$ cat config.mk
export PLATFORM = sky130hd
export DESIGN_NAME = cache_line_unpack
export DESIGN_NICKNAME = d
export VERILOG_FILES = /design/src/rtl/cache_line_unpack.sv
export SDC_FILE = /design/constraint.sdc
export NUM_CORES = 2
export LEC_CHECK = 0
export BUFFER_PORTS_ARGS = -buffer_cell sky130_fd_sc_hd__buf_2
export CORE_MARGIN = 1
export CORE_UTILIZATION = 41
export DETAILED_ROUTE_END_ITERATION = 6
export RECOVER_POWER = 25
export SYNTH_ARGS = -nofsm -noshare
export SYNTH_HDL_FRONTEND = slang
export SYNTH_SLANG_ARGS = --single-unit
$ cat constraint.sdc
create_clock -name clk -period 2.8 [get_ports clk]
set_input_delay 0.28 -clock clk [delete_from_list [all_inputs] [get_ports clk]]
set_output_delay 0.28 -clock clk [all_outputs]
set_load 0.1 [all_outputs]
$ cat src/rtl/cache_line_unpack.sv
// cache_line_unpack: accepts whole cache lines into a two-entry buffer and emits them one
// DATA_WIDTH word per cycle, word 0 first, for a job of word_total words.
//
// Ports:
//   clk, rst          rising-edge clock, asynchronous active-low reset
//   start, word_total job start pulse (IDLE only) and job length in words
//   line_valid/ready  cache-line handshake, line_data word 0 in the low bits
//   out_stall         downstream hold; no word is emitted while high
//   array, inc        registered output word and its valid strobe
//   size_out          registered job length, stable for the whole job
//   done              one-cycle pulse the cycle after the final word is presented
module cache_line_unpack #(
  parameter int unsigned CACHE_WIDTH = 512,
  parameter int unsigned DATA_WIDTH  = 32
) (
  input  logic                   clk,
  input  logic                   rst,
  input  logic                   start,
  input  logic [DATA_WIDTH-1:0]  word_total,
  input  logic                   line_valid,
  input  logic [CACHE_WIDTH-1:0] line_data,
  output logic                   line_ready,
  input  logic                   out_stall,
  output logic [DATA_WIDTH-1:0]  array,
  output logic                   inc,
  output logic [DATA_WIDTH-1:0]  size_out,
  output logic                   done
);

  localparam int unsigned WPL  = CACHE_WIDTH / DATA_WIDTH;
  localparam int unsigned IdxW = (WPL > 1) ? $clog2(WPL) : 1;
  localparam logic [IdxW-1:0] LastIdx = IdxW'(WPL - 1);

  typedef enum logic [1:0] {StIdle, StRun, StFlush} state_e;

  state_e                  state_q;
  logic [CACHE_WIDTH-1:0]  buf_q [2];
  logic                    rd_ptr_q, wr_ptr_q;
  logic [1:0]              count_q;
  logic [IdxW-1:0]         idx_q;
  logic [DATA_WIDTH-1:0]   remaining_q;
  logic [DATA_WIDTH-1:0]   lines_left_q;
  logic [DATA_WIDTH-1:0]   size_q;
  logic [DATA_WIDTH-1:0]   array_q;
  logic                    inc_q, done_q;
  // Set while the final word of the job is being presented on array.
  logic                    last_q;

  logic                    push, pop, emit, is_final;
  logic [DATA_WIDTH-1:0]   lines_needed;
  logic [DATA_WIDTH-1:0]   head_words [WPL];
  logic [DATA_WIDTH-1:0]   head_word;

  always_comb begin
    for (int i = 0; i < int'(WPL); i++) begin
      head_words[i] = buf_q[rd_ptr_q][i*DATA_WIDTH +: DATA_WIDTH];
    end
    head_word = head_words[idx_q];
  end

  // ceil(word_total / WPL) without widening word_total.
  assign lines_needed = DATA_WIDTH'(word_total / DATA_WIDTH'(WPL))
                      + DATA_WIDTH'((word_total % DATA_WIDTH'(WPL)) != '0);

  assign line_ready = (state_q == StRun) && (count_q != 2'd2) && (lines_left_q != '0);
  assign push       = line_valid && line_ready;
  assign emit       = (state_q == StRun) && (count_q != 2'd0) && !out_stall
                   && (remaining_q != '0);
  assign is_final   = (remaining_q == DATA_WIDTH'(1));
  // A partial last line is dropped as soon as its final job word leaves.
  assign pop        = emit && ((idx_q == LastIdx) || is_final);

  assign array    = array_q;
  assign inc      = inc_q;
  assign size_out = size_q;
  assign done     = done_q;

  always_ff @(posedge clk or negedge rst) begin
    if (!rst) begin
      state_q      <= StIdle;
      for (int i = 0; i < 2; i++) buf_q[i] <= '0;
      rd_ptr_q     <= 1'b0;
      wr_ptr_q     <= 1'b0;
      count_q      <= 2'd0;
      idx_q        <= '0;
      remaining_q  <= '0;
      lines_left_q <= '0;
      size_q       <= '0;
      array_q      <= '0;
      inc_q        <= 1'b0;
      done_q       <= 1'b0;
      last_q       <= 1'b0;
    end else begin
      inc_q  <= emit;
      done_q <= 1'b0;
      if (emit) array_q <= head_word;

      if (push) begin
        buf_q[wr_ptr_q] <= line_data;
        wr_ptr_q        <= ~wr_ptr_q;
      end
      if (pop) rd_ptr_q <= ~rd_ptr_q;
      unique case ({push, pop})
        2'b10:   count_q <= count_q + 2'd1;
        2'b01:   count_q <= count_q - 2'd1;
        default: count_q <= count_q;
      endcase

      unique case (state_q)
        StIdle: begin
          if (start) begin
            size_q       <= word_total;
            remaining_q  <= word_total;
            lines_left_q <= lines_needed;
            idx_q        <= '0;
            last_q       <= 1'b0;
            if (word_total == '0) begin
              state_q <= StFlush;
              done_q  <= 1'b1;
            end else begin
              state_q <= StRun;
            end
          end
        end
        StRun: begin
          if (push) lines_left_q <= lines_left_q - DATA_WIDTH'(1);
          if (emit) begin
            remaining_q <= remaining_q - DATA_WIDTH'(1);
            idx_q       <= pop ? '0 : idx_q + IdxW'(1);
            last_q      <= is_final;
          end
          // Leave RUN once the final word has been on the output for its cycle.
          if (last_q) begin
            state_q <= StFlush;
            done_q  <= 1'b1;
            last_q  <= 1'b0;
          end
        end
        StFlush: state_q <= StIdle;
        default: state_q <= StIdle;
      endcase
    end
  end

endmodule

==> flow_summary.json <==
{
  "synth_edf_count": 0,
  "power_mw": 88.2,
  "worst_skew_pair.late_latency_ns": 0.80,
  "drv_slew": 45,
  "die_w_um": 371,
  "synth_top_area_cell": "dfrtp_1",
  "drt_iter0_markers": 2350,
  "violations": "max-capacitance violations, max-slew violations",
  "grt_pass1_vias": 39484,
  "seqPwrFrac_pct": 34.6,
  "port_buffers": 615,
  "synth_top_area_share_pct": 52.4,
  "fin_nets": 5532,
  "synthTopCellsByArea": "dfrtp_1 (52%), mux2_4 (13%), mux2_2 (11%)",
  "yosysWarnings": 0,
  "ys_seq_elements": 1165,
  "hold_violations": 0,
  "ys_async_sr_fraction_pct": 100,
  "place_hpwl_um": 123000,
  "p_leak_nw": 31.9,
  "die_y_um": 371,
  "endpoint_kind": "flop",
  "cts_buffer_depth": 3,
  "internal_power_mw": 56.5,
  "critPathMaxFanout": 101,
  "pin_count": 616,
  "fin_worst_skew_ns": 0.0468,
  "worst_setup_path_start_kind": "flop",
  "worst_pin_slew_ns": 2.33,
  "grt.overflow.total": 0,
  "ys.flop_type": "dfrtp_1",
  "fin_crit_sh_pct": 96.3,
  "placed_cell_area_sq_um": 61800,
  "cts_root_buffer": "clkbuf_16",
  "pre_cts_ws_ns": -0.272,
  "sw_frac_of_total_pct": 35.9,
  "start_util_pct": 41.5,
  "ant_nets": 0,
  "die-area_sq_um": 137000,
  "grt_max_degree": 102,
  "setup_violations": 0,
  "rsz0062_at_grt": "yes",
  "numCtsBuffers": 136,
  "setup_ws_ns": 0.102,
  "yosysMostFrequentCell": "dfrtp_1",
  "synth_cell_type_count": 68,
  "synthesis.nets": 4277,
  "p_switching_mw": 31.7,
  "critPathRequiredTime_ns": 3.46,
  "critPathKind": "reg -> reg",
  "htree_levels": 4,
  "grt_pass1_wl_um": 261000,
  "num_rows": 134,
  "cts_sinks": 1165,
  "fin_util_pct": 53.6,
  "max_cap_viol_count": 1,
  "max-slew-margin-rel_pct": -55.5,
  "ir_drop_mv": 0.640,
  "clk_pin_slew_ns": 0.06,
  "grt_use_total_pct": 25.4,
  "comb_power_share_pct": 45.0,
  "synth_cells": 3719,
  "syn_to_final_growth_pct": 29.1,
  "routed_wl_um": 174000,
  "via_per_inst": 5.44,
  "p_clk_share_pct": 20.4,
  "fin_area_sq_um": 71900,
  "crit_arrival_ns": 3.36,
  "place.gp.congestion": 0.853,
  "synth_common_cells": "dfrtp_1 (1,165), mux2_2 (544), mux2_4 (480), mux4_2 (192), mux2i_1 (161)",
  "antenna_found_initial": 66,
  "avgSynthCellArea_sq_um": 15.0,
  "yosysSeqAreaShare_pct": 52.4,
  "firstDrtPassIters": 5,
  "drc": 0,
  "drive_above_1_share_pct": 45.1,
  "fmax_mhz": 371,
  "syn_area_sq_um": 55700,
  "post-route-min-period_ns": 2.70,
  "routedWlPerCell_um": 25.3,
  "core-area_sq_um": 134000,
  "status": "finished with violations",
  "hp-class": "in -> reg",
  "vias": 37468,
  "power.density_nw_per_um2": 1230,
  "tritoncts": "done"
}
==> worst paths after layout <==
path	cells after the start	slack [ns]	endpoint	startpoint
max in group asynchronous	2	0.35	rd_ptr_q	rst
min	5	0.14	wr_ptr_q	line_valid
max reg2reg	8	0.10	buf_q[660]	lines_left_q[14]
min reg2reg	2	0.47	size_out[27]	size_out[27]
max	8	0.10	buf_q[660]	lines_left_q[14]
min in group asynchronous	2	0.72	buf_q[856]	rst
==> placed cells by master (no fill, tap or decap), drive strengths merged, types with 34 or more instances in the layout <==
cell,n
o21ai,90
a22oi,34
dlygate4sd3,547
a22o,40
dfrtp,1165
nand2,151
buf,834
mux4,192
mux2,1024
mux2i,161
a21oi,122
clkbuf,218
o22ai,44
nor2,82
diode,37
==> flip-flops by register name (all words and copies together) (netlist names), 2 cells and up <==
register	count
state_q	2
array	32
lines_left_q	32
count_q	2
size_out	32
buf_q	1024
remaining_q	32
idx_q	4
==> routing by layer <==
metal / routed length (um) / track usage, %
met1: 76700 / 34.8
met3: 11200 / 6.33
met4: 5920 / 8.98
met2: 80100 / 39.3
met5: 389 / 0
==> through the flow <==
stage | hold WS (ns) | TNS [ns] | cells
after floorplan | -0.0156 | 0 | 3719
after global placement | 0.337 | -0.302 | 6056
after detailed placement | 0.334 | -0.331 | 6056
after CTS | 0.0800 | 0 | 6850
after global routing | 0.117 | -0.0148 | 6881
final | 0.141 | 0 | 6887
==> power groups by stage <==
stage	Sequential (mW)	Clock (mW)	Combinational, mW
final	30.5	18.0	39.7
after global routing	31.5	19.1	42.0
after CTS	30.4	18.4	39.8
after detailed placement	30.5	0	39.1
after global placement	30.3	0	38.4
after floorplan	31.9	0	25.7
==> critical path, stage by stage, from the launching register on <==
cell	delay, ns
dfrtp_1	0.43
nor4_4	0.33
nand4_2	0.18
buf_4	0.18
o311a_4	0.40
inv_4	0.08
nor2_4	0.07
buf_16	0.31
mux2_4	0.45
==> cell families after synthesis <==
family | Yosys count | synth area share [%]
mux | 1377 | 34.6
flops | 1165 | 52.4
compound gates | 466 | 5.50
simple gates | 382 | 3.32
buf+inv | 288 | 3.51
xor+xnor | 32 | 0.503
fa+ha+maj | 9 | 0.202
==> timing repair <==
| item | in CTS | in global routing |
|---|---|---|
| pin swaps | 3 | 1 |
| hold buffers | 547 | 0 |
| resized for setup | 7 | 6 |
| buffers inserted | 1 | 0 |
| endpoints found under the hold margin | 1159 | 0 |
| endpoints found under the setup margin | 3 | 86 |
==> final cells by class <==
| cell class | instances | area [sq um] |
|---|---|---|
| fill | 11104 | 62300 |
| sequential | 1165 | 29200 |
| multi-input combinational | 2266 | 24700 |
| timing repair buffer | 1391 | 11100 |
| clock buffer | 208 | 4030 |
| tap | 1768 | 2210 |
| clock inverter | 38 | 528 |
| antenna | 37 | 92.6 |
| inverter | 14 | 55.1 |
Power figures use the tool's default switching activity.
